## config.mk

```make
export PLATFORM = sky130hd
export DESIGN_NAME = mem_arbiter
export DESIGN_NICKNAME = d
export VERILOG_FILES = /design/src/rtl/mips_mem_pkg.sv /design/src/rtl/mem_timeout_cnt.sv /design/src/rtl/mem_arbiter.sv
export SDC_FILE = /design/constraint.sdc
export NUM_CORES = 1
export LEC_CHECK = 0
export BUFFER_PORTS_ARGS = -buffer_cell sky130_fd_sc_hd__clkbuf_2
export CORE_MARGIN = 2
export CORE_UTILIZATION = 49
export CTS_CLUSTER_SIZE = 30
export DETAILED_ROUTE_END_ITERATION = 8
export GPL_TIMING_DRIVEN = 0
export PLACE_DENSITY = 0.92
export SLEW_MARGIN = 5
export SYNTH_ARGS = -nofsm -noshare
export SYNTH_HDL_FRONTEND = slang
export SYNTH_SLANG_ARGS = --single-unit
```

## constraint.sdc

```tcl
create_clock -name clk -period 3.5 [get_ports clk]
set_input_delay 0 -clock clk [delete_from_list [all_inputs] [get_ports clk]]
set_output_delay 0 -clock clk [all_outputs]
set_load 0.01 [all_outputs]
```

## src/rtl/mips_mem_pkg.sv

```systemverilog
// Shared definitions for the instruction/data memory arbiter.
//   arb_state_t      : arbiter FSM state encoding
//   DEFAULT_TIMEOUT  : default number of unacknowledged request cycles before abort
//   TIMEOUT_CNT_W    : width of the timeout counter (covers TIMEOUT up to 255)
package mips_mem_pkg;

  typedef enum logic [1:0] {
    IDLE   = 2'd0,
    IF_ACC = 2'd1,
    DM_ACC = 2'd2,
    DONE   = 2'd3
  } arb_state_t;

  localparam int DEFAULT_TIMEOUT = 15;
  localparam int TIMEOUT_CNT_W   = 8;

endpackage

```

## src/rtl/mem_timeout_cnt.sv

```systemverilog
// Counts cycles a memory access has been waiting for an acknowledge.
// Ports:
//   clk     : rising-edge clock
//   rst_n   : synchronous active-low reset (count -> 0)
//   clear   : force count to 0 (held while no access is in flight)
//   enable  : advance count by one this cycle
//   expired : count has reached TIMEOUT-1, i.e. this is the last allowed wait cycle
module mem_timeout_cnt
  import mips_mem_pkg::*;
#(
  parameter int TIMEOUT = DEFAULT_TIMEOUT
) (
  input  logic clk,
  input  logic rst_n,
  input  logic clear,
  input  logic enable,
  output logic expired
);

  localparam logic [TIMEOUT_CNT_W-1:0] LIMIT = TIMEOUT_CNT_W'(TIMEOUT - 1);

  logic [TIMEOUT_CNT_W-1:0] count_reg;

  always_ff @(posedge clk) begin
    if (!rst_n) begin
      count_reg <= '0;
    end else if (clear) begin
      count_reg <= '0;
    end else if (enable) begin
      count_reg <= count_reg + 1'b1;
    end
  end

  // The arbiter stops enabling once expired, so the count never wraps.
  assign expired = (count_reg == LIMIT);

endmodule

```

## src/rtl/mem_arbiter.sv

```systemverilog
// Arbitrates a single shared memory bus between the instruction fetch port
// and the data port. Data requests win ties. Each access is latched, held
// stable on the bus until mem_ack or timeout, then completed with a one-cycle
// ready pulse (plus bus_err on timeout) before the next grant.
// Ports:
//   clk, rst_n                         : clock, synchronous active-low reset
//   if_req/if_addr/if_rdata/if_ready   : fetch port
//   dm_req/dm_we/dm_addr/dm_wdata      : data port request
//   dm_rdata/dm_ready                  : data port response
//   mem_req/mem_we/mem_addr/mem_wdata  : shared memory request
//   mem_rdata/mem_ack                  : shared memory response
//   stall                              : pipeline hold while any port waits
//   bus_err                            : one-cycle pulse on timeout abort
module mem_arbiter
  import mips_mem_pkg::*;
#(
  parameter int TIMEOUT = DEFAULT_TIMEOUT,
  parameter int AW      = 32
) (
  input  logic          clk,
  input  logic          rst_n,
  input  logic          if_req,
  input  logic [AW-1:0] if_addr,
  output logic [31:0]   if_rdata,
  output logic          if_ready,
  input  logic          dm_req,
  input  logic          dm_we,
  input  logic [AW-1:0] dm_addr,
  input  logic [31:0]   dm_wdata,
  output logic [31:0]   dm_rdata,
  output logic          dm_ready,
  output logic          mem_req,
  output logic          mem_we,
  output logic [AW-1:0] mem_addr,
  output logic [31:0]   mem_wdata,
  input  logic [31:0]   mem_rdata,
  input  logic          mem_ack,
  output logic          stall,
  output logic          bus_err
);

  arb_state_t    state_reg, state_next;
  logic [AW-1:0] addr_reg, addr_next;
  logic [31:0]   wdata_reg, wdata_next;
  logic          we_reg, we_next;
  logic          grant_dm_reg, grant_dm_next;
  logic          aborted_reg, aborted_next;
  logic [31:0]   if_rdata_reg, if_rdata_next;
  logic [31:0]   dm_rdata_reg, dm_rdata_next;

  logic in_acc;
  logic cnt_clear;
  logic cnt_enable;
  logic cnt_expired;

  assign in_acc = (state_reg == IF_ACC) || (state_reg == DM_ACC);

  mem_timeout_cnt #(
    .TIMEOUT (TIMEOUT)
  ) u_timeout_cnt (
    .clk     (clk),
    .rst_n   (rst_n),
    .clear   (cnt_clear),
    .enable  (cnt_enable),
    .expired (cnt_expired)
  );

  always_ff @(posedge clk) begin
    if (!rst_n) begin
      state_reg    <= IDLE;
      addr_reg     <= '0;
      wdata_reg    <= '0;
      we_reg       <= 1'b0;
      grant_dm_reg <= 1'b0;
      aborted_reg  <= 1'b0;
      if_rdata_reg <= '0;
      dm_rdata_reg <= '0;
    end else begin
      state_reg    <= state_next;
      addr_reg     <= addr_next;
      wdata_reg    <= wdata_next;
      we_reg       <= we_next;
      grant_dm_reg <= grant_dm_next;
      aborted_reg  <= aborted_next;
      if_rdata_reg <= if_rdata_next;
      dm_rdata_reg <= dm_rdata_next;
    end
  end

  always_comb begin
    state_next    = state_reg;
    addr_next     = addr_reg;
    wdata_next    = wdata_reg;
    we_next       = we_reg;
    grant_dm_next = grant_dm_reg;
    aborted_next  = aborted_reg;
    if_rdata_next = if_rdata_reg;
    dm_rdata_next = dm_rdata_reg;
    // Counter sits at zero whenever no access is in flight, so it always
    // starts from zero on the first access cycle.
    cnt_clear     = ~in_acc;
    cnt_enable    = 1'b0;

    case (state_reg)
      IDLE: begin
        if (dm_req) begin
          addr_next     = dm_addr;
          wdata_next    = dm_wdata;
          we_next       = dm_we;
          grant_dm_next = 1'b1;
          aborted_next  = 1'b0;
          state_next    = DM_ACC;
        end else if (if_req) begin
          addr_next     = if_addr;
          we_next       = 1'b0;
          grant_dm_next = 1'b0;
          aborted_next  = 1'b0;
          state_next    = IF_ACC;
        end
      end
      IF_ACC, DM_ACC: begin
        // An ack on the final allowed cycle still completes normally.
        if (mem_ack) begin
          if (grant_dm_reg) dm_rdata_next = mem_rdata;
          else              if_rdata_next = mem_rdata;
          state_next = DONE;
        end else if (cnt_expired) begin
          if (grant_dm_reg) dm_rdata_next = '0;
          else              if_rdata_next = '0;
          aborted_next = 1'b1;
          state_next   = DONE;
        end else begin
          cnt_enable = 1'b1;
        end
      end
      DONE: begin
        state_next = IDLE;
      end
      default: begin
        state_next = IDLE;
      end
    endcase
  end

  assign mem_req   = in_acc;
  assign mem_we    = we_reg;
  assign mem_addr  = addr_reg;
  assign mem_wdata = wdata_reg;

  assign if_ready  = (state_reg == DONE) && !grant_dm_reg;
  assign dm_ready  = (state_reg == DONE) &&  grant_dm_reg;
  assign bus_err   = (state_reg == DONE) &&  aborted_reg;
  assign if_rdata  = if_rdata_reg;
  assign dm_rdata  = dm_rdata_reg;

  assign stall = (if_req & ~if_ready) | (dm_req & ~dm_ready);

endmodule

```

==> results.md, run 1 <==
* Syn Nets at 656
* Hpwl dp at 10.93 mm
* Sequential area share after synthesis at ~52%
* Pin count of the biggest net entering global routing at 17
* Hold path depth at 5
* Chip Height at 108.9 um
* Number of synthesized flops with an enable pin at 0
* CTS tree: done
* Syn_area_per_cell at 10.41 um^2
* Max Cap Viol at 0
* DRT Wirelength at 20.38 mm
* Remaining global-route overflow at 0
* HP Class: in -> reg
* Worst path max stage delay at approximately 0.44 ns
* Starting Density at 49.98%
* GR Util All Layers at 33.84%
* Netlist cell types at 37
* Final Critical Period at 2.348 ns
* R2r setup slk at 1.15 ns
* Worst EP arrival at 2.79 ns
* VDD IR max at roughly 0.00056 V
* Crit Path Max Fanout at 10
* Worst slew margin at between 50% and 60%
* Yosys top cell area share at 52.33%
* Clk root buf: clkbuf_8
* DR vias at 6,117
* Status: finished clean
* Die X at roughly 110 um
* Cts bufs inserted at 17
* # clock sinks at roughly 140
* P&R area growth vs syn at 62.96%
* CTS resizes at 0
* H-tree levels at 4
* DRC viols at 0
* Die Footprint at 0.01186 mm^2
* Row count at 38
* Avg WL per Cell at between 15 and 20 um
* RR Endpoint: if_rdata[28]
* Final slew viol count at 0
* Leakage power at 4.315 nW
* Post-synth top cells: dfxtp_1, nand2_1, a32o_1
* Worst Skew at 0.01283 ns
* R2R Path Start: state_reg[0]
* Average vias per placed instance at 5.617
* Dominant cells by area after synthesis: dfxtp_1, a32o_1, nand2_1
* Detail Route Antenna Nets at 0
* RSZ-0062 raised after global routing: false
* Clock Latency Late Sink at 0.52 ns
* TNS Setup at 0 ns
* Port Buffers at about 270
* Yosys top cell by area: dfxtp_1
* Drt initial violations at 426
* Gpl congestion at around 0.84
* Post-Place Cell Area at 0.006905 mm^2
* Slowest cell on the critical path: clkbuf_1
* Worst reg2reg path depth at 7
* Final period util at 67.09%
* Ys Warns at 0
* # IOs at between 200 and 300
* Final Hold Fails at 0
* Reg clk slew, reported paths at 0.06 ns
* Synth async-reset ratio at 0%
* Hold Path End: mem_addr[31]
* Area of the mapped netlist at 0.005394 mm^2
* CORE AREA at 0.01079 mm^2
* Worst endpoint required time at 3.94 ns
* Final setup violation count at 0
* Hold Crit Start: dm_req
* Cells after Synth at 518
* Fill cells at 604
* First-pass iteration count of the detailed router at 5
* Worst Max-Slew Pin Slew at 0.6404 ns
* Inserted Diodes at 0
* Clk buf depth at 2
* Crit path kind: reg -> reg
* Fin nets at 1,074
* Vias in the first global route at 6,386
* Antenna violations before repair at 0
* Max Fclk at 0.4259 GHz
* Cell Chain, Critical Path: inv_1 -> ha_1 -> buf_2 -> nand2_1 -> nor2_1 -> clkbuf_1 -> a32o_1
* Synth Register Bits at 141
* CP Launch Type: flip-flop
* Share of cells above drive strength 1 at 33.09%
* Main synth FF type: dfxtp_1
* Worst setup EP type: flip-flop
* Post-route design area at 0.008790 mm^2
* First-pass GRT wire length at 30.67 mm
* Count leader, synth: dfxtp_1
* P per Cell Area at about 650 mW/mm^2
-- layout by cell type, fill, tap and decap left out, types with 3 or more instances in the layout --
master         count
a21boi_0          32
a21oi_1            4
a32o_1            64
and2_1             3
and3_1             3
buf_1              3
buf_2              8
buf_6              3
clkbuf_1          34
clkbuf_16         16
clkbuf_2         267
clkinv_2           5
clkinv_4           5
dfxtp_1          141
dlygate4sd3_1    132
ha_1               4
inv_1              5
mux2i_1           33
nand2_1          105
nand3_1            3
nand4_1            3
nor2_1            12
nor2b_1            3
o211a_1           32
xor2_1             3
-- power by group --
group | internal [W] | switching, W
Combinational | 0.000753 | 0.00106
Sequential | 0.00194 | 0.000225
Clock | 0.00101 | 0.000692
Total | 0.00371 | 0.00198
-- stage by stage --
step	power (W)	utilization, %	hold slack, ns	worst slack [ns]	std cells
2_1_floorplan	0.003082	-	0.1332	1.688	518
3_3_place_gp	0.003692	63.98	0.2355	1.345	925
3_5_place_dp	0.003744	63.98	0.2408	1.299	925
4_1_cts	0.005567	81.44	0.2207	1.278	1089
5_1_grt	0.005934	81.44	0.2850	1.002	1089
6_report	0.005688	81.44	0.2484	1.152	1089
-- what timing repair did --
item	CTS	global route
endpoints found under the hold margin	138	0
setup buffers	0	0
hold buffers	132	0
-- routing by layer --
layer  GRT usage (%)  routed length [um]
met1           32.17                6790
met2           62.11               10760
met3           9.145                1432
met4           24.36                1397
met5               0                   0
-- area by class of cell --
class	instances	area, um^2	area share, %
Multi-Input combinational cell	325	2344	26.66
Sequential cell	141	2823	32.11
Clock buffer	18	417.9	4.754
Buffer	47	209.0	2.377
Tap cell	140	175.2	1.993
Timing Repair Buffer	399	2658	30.23
Clock inverter	14	145.1	1.651
Inverter	5	18.77	0.2135
-- critical path: cells and delay by family, from the launching register on --
family                   cells  cell delay, ns
AO/OA/AOI/OAI                1            0.28
AND/OR/NAND/NOR              2            0.64
buffers and inverters        3            0.70
adder cells (fa/ha/maj)      1            0.29
flip-flops                   1            0.36
-- worst max path at each step --
stage | start | end | slack [ns] | cells past startpoint
floorplan | state_reg[0] | if_rdata[10] | 1.69 | 7
global placement | state_reg[0] | if_rdata[16] | 1.34 | 7
detailed placement | state_reg[0] | if_rdata[29] | 1.30 | 7
CTS | state_reg[0] | if_rdata[24] | 1.28 | 7
global route | state_reg[0] | if_rdata[30] | 1.00 | 7
finish | state_reg[0] | if_rdata[28] | 1.15 | 7
-- cells by family after synthesis --
group | count (synthesis) | share of synthesized area, %
AND/OR/NAND/NOR | 137 | 10.74
adder cells (fa/ha/maj) | 4 | 0.9279
buffers and inverters | 52 | 4.222
AO/OA/AOI/OAI | 146 | 24.84
flip-flops | 141 | 52.33
multiplexers | 33 | 6.124
XOR/XNOR | 5 | 0.8120
(Power assumes the default switching activity.)
==> inputs of run 2 (changes only) <==
--- a/config.mk
+++ b/config.mk
@@ -7,11 +7,11 @@
 export LEC_CHECK = 0
 export BUFFER_PORTS_ARGS = -buffer_cell sky130_fd_sc_hd__clkbuf_2
 export CORE_MARGIN = 2
-export CORE_UTILIZATION = 49
+export CORE_UTILIZATION = 41
 export CTS_CLUSTER_SIZE = 30
 export DETAILED_ROUTE_END_ITERATION = 8
 export GPL_TIMING_DRIVEN = 0
-export PLACE_DENSITY = 0.92
+export PLACE_DENSITY = 0.83
 export SLEW_MARGIN = 5
 export SYNTH_ARGS = -nofsm -noshare
 export SYNTH_HDL_FRONTEND = slang
==> constraint.sdc (replaced) <==
create_clock -name clk -period 2.1 [get_ports clk]
set_input_delay 0 -clock clk [delete_from_list [all_inputs] [get_ports clk]]
set_output_delay 0 -clock clk [all_outputs]
set_load 0.01 [all_outputs]
==> run 2 against run 1 <==
Net effect: the run now ends with hold timing left; clock power rose by 84%; flip-flop and latch count is the same; count of clock-buffer cells in the layout shrank 1; cell count rose by 2.8%; critical endpoint is now dm_rdata[18]; largest power group unchanged; highest routed layer unchanged.
==> results.md, run 2 (synthesized netlist as in run 1, its figures left out) <==
* Status: finished, violations left
* Failing checks: hold timing
* Most frequent cells in the layout: clkbuf_2, dfxtp_1, dlygate4sd3_1
* Gpl congestion at 0.8085
* Share of cells above drive strength 1 at 34.64%
* Die Footprint at 0.01409 mm^2
* Hpwl dp at 10.88 mm
* CTS tree: done
* Worst endpoint required time at 2.46 ns
* H-tree levels at 4
* Final Core Density at 69.94%
* Most common cell after layout, fill and taps aside: clkbuf_2
* Clk buf depth at 2
* P&R area growth vs syn at 64.97%
* VDD IR max at 0.0007313 V
* Port Buffers at 267
* Crit path kind: reg -> reg
* Drt initial violations at 336
* HP Class: in -> reg
* Detail Route Antenna Nets at 0
* Final period util at between 90% and 100%
* # clock sinks at 141
* DRT Wirelength at just under 20 mm
* Clk root buf: clkbuf_16
* Row count at 41
* Final slew viol count at 0
* Chip Height at 118.7 um
* Starting Density at between 40% and 50%
* Antenna violations before repair at 0
* M3 GR Usage at 7.722%
* Final Hold Fails at 3
* P per Cell Area at 1097 mW/mm^2
* # IOs at 268
* Clock Latency Late Sink at roughly 0.43 ns
* GRT met1 Usage at 27.95%
* Final setup violation count at 0
* Setup Slack @ Placement at -0.1030 ns
* DR vias at 6,040
* Fin nets at between 1,000 and 1,500
* Die X at 118.7 um
* First-pass GRT wire length at 31.07 mm
* Slack of the critical path at 0.1393 ns
* Grt met2 use at approximately 50%
* First-pass iteration count of the detailed router at 5
* Remaining global-route overflow at 0
* Avg WL per Cell at 17.78 um
* Max Cap Viol at 0
* Average vias per placed instance at 5.398
* Worst Max-Slew Pin Slew at roughly 0.66 ns
* GR Util All Layers at 27.71%
* Inserted Diodes at 0
* Design Power at just under 0.01 W
* DRC viols at 0
* Hold slack at -0.008375 ns
* Crit Path Max Fanout at 10
* Worst Skew at roughly 0.0083 ns
* CP Launch Type: flip-flop
* Leakage power at 4.368 nW
* Fill cells at 907
* Reg clk slew, reported paths at 0.07 ns
* Worst setup EP type: flip-flop
* Worst slew margin at 56.05%
* GRT Max-Usage Layer: met2
* Cts bufs inserted at 17
* CORE AREA at 0.01272 mm^2
* Final Critical Period at 1.961 ns
* Max Fclk at 0.5100 GHz
* Pin count of the biggest net entering global routing at 17
* Vias in the first global route at 6,206
* Worst EP arrival at 2.32 ns
run 2: worst max-delay path, cell delays in order (launching register included):
cell     delay [ns]
dfxtp_1        0.43
inv_1          0.07
ha_1           0.19
and3_1         0.25
a21oi_4        0.24
o21a_1         0.26
buf_2          0.27
a32o_1         0.19
run 2: repair_timing:
item                                   4_1_cts  5_1_grt
setup endpoints to repair                   30       96
hold buffers                               131        0
resized for setup                            4       19
buffers inserted                             0        0
endpoints found under the hold margin      132        0
run 2: stage by stage:
step / TNS (ns) / cell area [um^2] / std cells
finish: 0 / 8899 / 1119
global route: -0.0004476 / 8899 / 1119
CTS: 0 / 8875 / 1120
detailed placement: -1.995 / 6945 / 957
global placement: -1.062 / 6945 / 957
floorplan: 0 / 5394 / 518
run 2: final timing paths:
check                                                  end  slack [ns]  depth (start not counted)                       start
worst max register to register                dm_rdata[18]        0.14                          7  u_timeout_cnt.count_reg[0]
worst min-delay path            u_timeout_cnt.count_reg[0]      -0.008                          3                       rst_n
worst max-delay path                          dm_rdata[18]        0.14                          7  u_timeout_cnt.count_reg[0]
worst min register to register               mem_wdata[13]        0.46                          2               mem_wdata[13]
run 2: routing by layer:
| metal | up-vias | part of all wire, % |
|---|---|---|
| li1 | 2741 | - |
| met1 | 2859 | 35 |
| met2 | 336 | 52 |
| met3 | 104 | 6.9 |
| met4 | 0 | 5.6 |
| met5 | - | 0 |
run 2: layout make-up:
| type | instances | area [um^2] | share of cell area [%] |
|---|---|---|---|
| Buffer | 46 | 221.5 | 2.489 |
| Clock buffer | 17 | 425.4 | 4.781 |
| Clock inverter | 15 | 186.4 | 2.095 |
| Inverter | 5 | 18.77 | 0.2109 |
| Multi-Input combinational cell | 325 | 2361 | 26.53 |
| Sequential cell | 141 | 2823 | 31.72 |
| Tap cell | 172 | 215.2 | 2.418 |
| Timing Repair Buffer | 398 | 2648 | 29.75 |
run 2: power by group:
| part | switching (W) | leakage (nW) | total (W) | internal, W |
|---|---|---|---|---|
| sequential | 0.000355 | 1.15 | 0.00360 | 0.00324 |
| clock | 0.00126 | 0.298 | 0.00315 | 0.00189 |
| combinational | 0.00175 | 2.92 | 0.00302 | 0.00127 |
==> inputs of run 3 (changes only) <==
--- a/config.mk
+++ b/config.mk
@@ -12,6 +12,7 @@
 export DETAILED_ROUTE_END_ITERATION = 8
 export GPL_TIMING_DRIVEN = 0
 export PLACE_DENSITY = 0.83
+export RECOVER_POWER = 25
 export SLEW_MARGIN = 5
 export SYNTH_ARGS = -nofsm -noshare
 export SYNTH_HDL_FRONTEND = slang
==> run 3 against run 2 <==
Net effect: the run still ends with hold timing left; critical path depth stayed put; total power is 0.66% lower; cell count stayed put; largest cell class is now flip-flops and latches; non-clock buffer count stayed put; clock skew is 0.0011 ns higher; critical endpoint unchanged; clock power hardly changed; setup slack worse by 0.022 ns; flip-flop and latch count stayed put; first-iteration DRC count is 7.1% lower; hold slack better by 0.0031 ns; sequential share of layout area is 0.31 points higher; fmax is 1.1% lower.
==> results.md, run 3 (synthesized netlist as in run 1, its figures left out) <==
* Hold slack at -0.005273 ns
* Antenna violations before repair at 0
* DRT Wirelength at 19.97 mm
* R2r setup slk at around 0.12 ns
* P&R area growth vs syn at 63.40%
* Clk root buf: clkbuf_16
* Reg clk slew, reported paths at around 0.070 ns
* Row count at 41
* Crit path kind: reg -> reg
* RR Endpoint: dm_rdata[18]
* GR Util All Layers at 27.71%
* Starting Density at between 40 and 50%
* Failing checks: hold timing
* Average vias per placed instance at ~5.4
* Status: finished, violations left
* Leakage power at 4.139 nW
* Worst reg2reg path depth at 7
* Final Critical Period at 1.983 ns
* Die X at 118.7 um
* CORE AREA at 0.01272 mm^2
* DR vias at 6,026
* CP Launch Type: flip-flop
* Max Cap Viol at 0
* VDD IR max at approximately 0.00072 V
* Die Footprint at between 0.01 and 0.015 mm^2
* Share of cells above drive strength 1 at 27.46%
* Gpl congestion at slightly above 0.8
* Most common cell after layout, fill and taps aside: clkbuf_2
* # clock sinks at 141
* Design Power at 0.009698 W
* Cts bufs inserted at 17
* H-tree levels at 4
* Avg WL per Cell at 17.85 um
* Pin count of the biggest net entering global routing at 17
* Most frequent cells in the layout: clkbuf_2, dfxtp_1, dlygate4sd3_1
* First-pass iteration count of the detailed router at 7
* Drt initial violations at 312
* Remaining global-route overflow at 0
* Hpwl dp at about 11 mm
* TNS Setup at 0 ns
* Worst slew margin at 56.03%
* Final period util at 94.41%
* Vias in the first global route at 6,206
* Final slew viol count at 0
* Hold Path End: u_timeout_cnt.count_reg[0]
* Clock Latency Late Sink at 0.43 ns
* Detail Route Antenna Nets at 0
* Hold Crit Start: rst_n
* Worst Max-Slew Pin Slew at 0.6596 ns
* Final setup violation count at 0
* Post-CTS setup buffer count at 0
* Final Hold Fails at 3
* Worst setup EP type: flip-flop
* Worst endpoint required time at ~2.5 ns
* DRC viols at 0
* Chip Height at 118.7 um
* Fin nets at about 1,100
* Hold path depth at 3
* Worst EP arrival at ~2.3 ns
* Worst Skew at about 0.0094 ns
* P per Cell Area at between 1000 and 1500 mW/mm^2
* # IOs at 268
* Crit Path Max Fanout at 10
* Max Fclk at 0.5044 GHz
* R2R Path Start: u_timeout_cnt.count_reg[0]
* Clk buf depth at 2
* Inserted Diodes at 0
* CTS tree: done
* HP Class: in -> reg
* Port Buffers at 267
* First-pass GRT wire length at 31.07 mm
run 3: metrics by stage:
stage | hold slack (ns) | util, % | setup slack (ns) | instance area (um^2) | instances
5_1_grt | 0.02791 | 69.28 | -0.0004476 | 8813 | 1119
3_3_place_gp | 0.2357 | 54.59 | -0.04171 | 6945 | 957
2_1_floorplan | 0.1332 | - | 0.2877 | 5394 | 518
6_report | -0.005273 | 69.28 | 0.1174 | 8813 | 1119
3_5_place_dp | 0.2416 | 54.59 | -0.1030 | 6945 | 957
4_1_cts | 0.05770 | 69.76 | 0.07179 | 8875 | 1120
run 3: per-layer routing:
layer | vias to the layer above | global-route usage (%) | wire (um)
met1 | 2849 | 27.95 | 7039
li1 | 2739 | - | -
met4 | 0 | 16.67 | 1088
met3 | 104 | 7.722 | 1385
met2 | 334 | 50.36 | 10460
met5 | - | 0 | 0
run 3: how the worst max path moves through the flow:
stage | cells past startpoint | endpoint | from | slack [ns]
2_1_floorplan | 7 | if_rdata[10] | state_reg[0] | 0.29
3_3_place_gp | 7 | if_rdata[28] | state_reg[0] | -0.04
3_5_place_dp | 7 | if_rdata[19] | state_reg[1] | -0.10
4_1_cts | 7 | if_rdata[8] | state_reg[0] | 0.07
5_1_grt | 7 | dm_rdata[18] | u_timeout_cnt.count_reg[0] | -0.0004
6_report | 7 | dm_rdata[18] | u_timeout_cnt.count_reg[0] | 0.12
run 3: cell type report:
cell class	instances	area [um^2]
Fill cell	942	3909
Sequential cell	141	2823
Timing Repair Buffer	398	2562
Multi-Input combinational cell	325	2361
Clock buffer	17	425.4
Buffer	46	221.5
Tap cell	172	215.2
Clock inverter	15	186.4
Inverter	5	18.77
run 3: worst max-delay path: stages (launching register included):
cell and delay, ns:
dfxtp_1 0.44, inv_1 0.07, ha_1 0.19, and3_1 0.25
a21oi_4 0.24, o21a_1 0.27, buf_2 0.28, a32o_1 0.19
run 3: repair_timing:
action,CTS,global route
resized for setup,4,19
cloned,0,0
hold buffers,131,0
setup endpoints to repair,30,96
hold endpoints to repair,132,0
run 3: report_power, final:
| group | switching (W) | internal, W |
|---|---|---|
| sequential | 0.000349 | 0.00324 |
| clock | 0.00125 | 0.00189 |
| combinational | 0.00176 | 0.00121 |
| total | 0.00336 | 0.00634 |
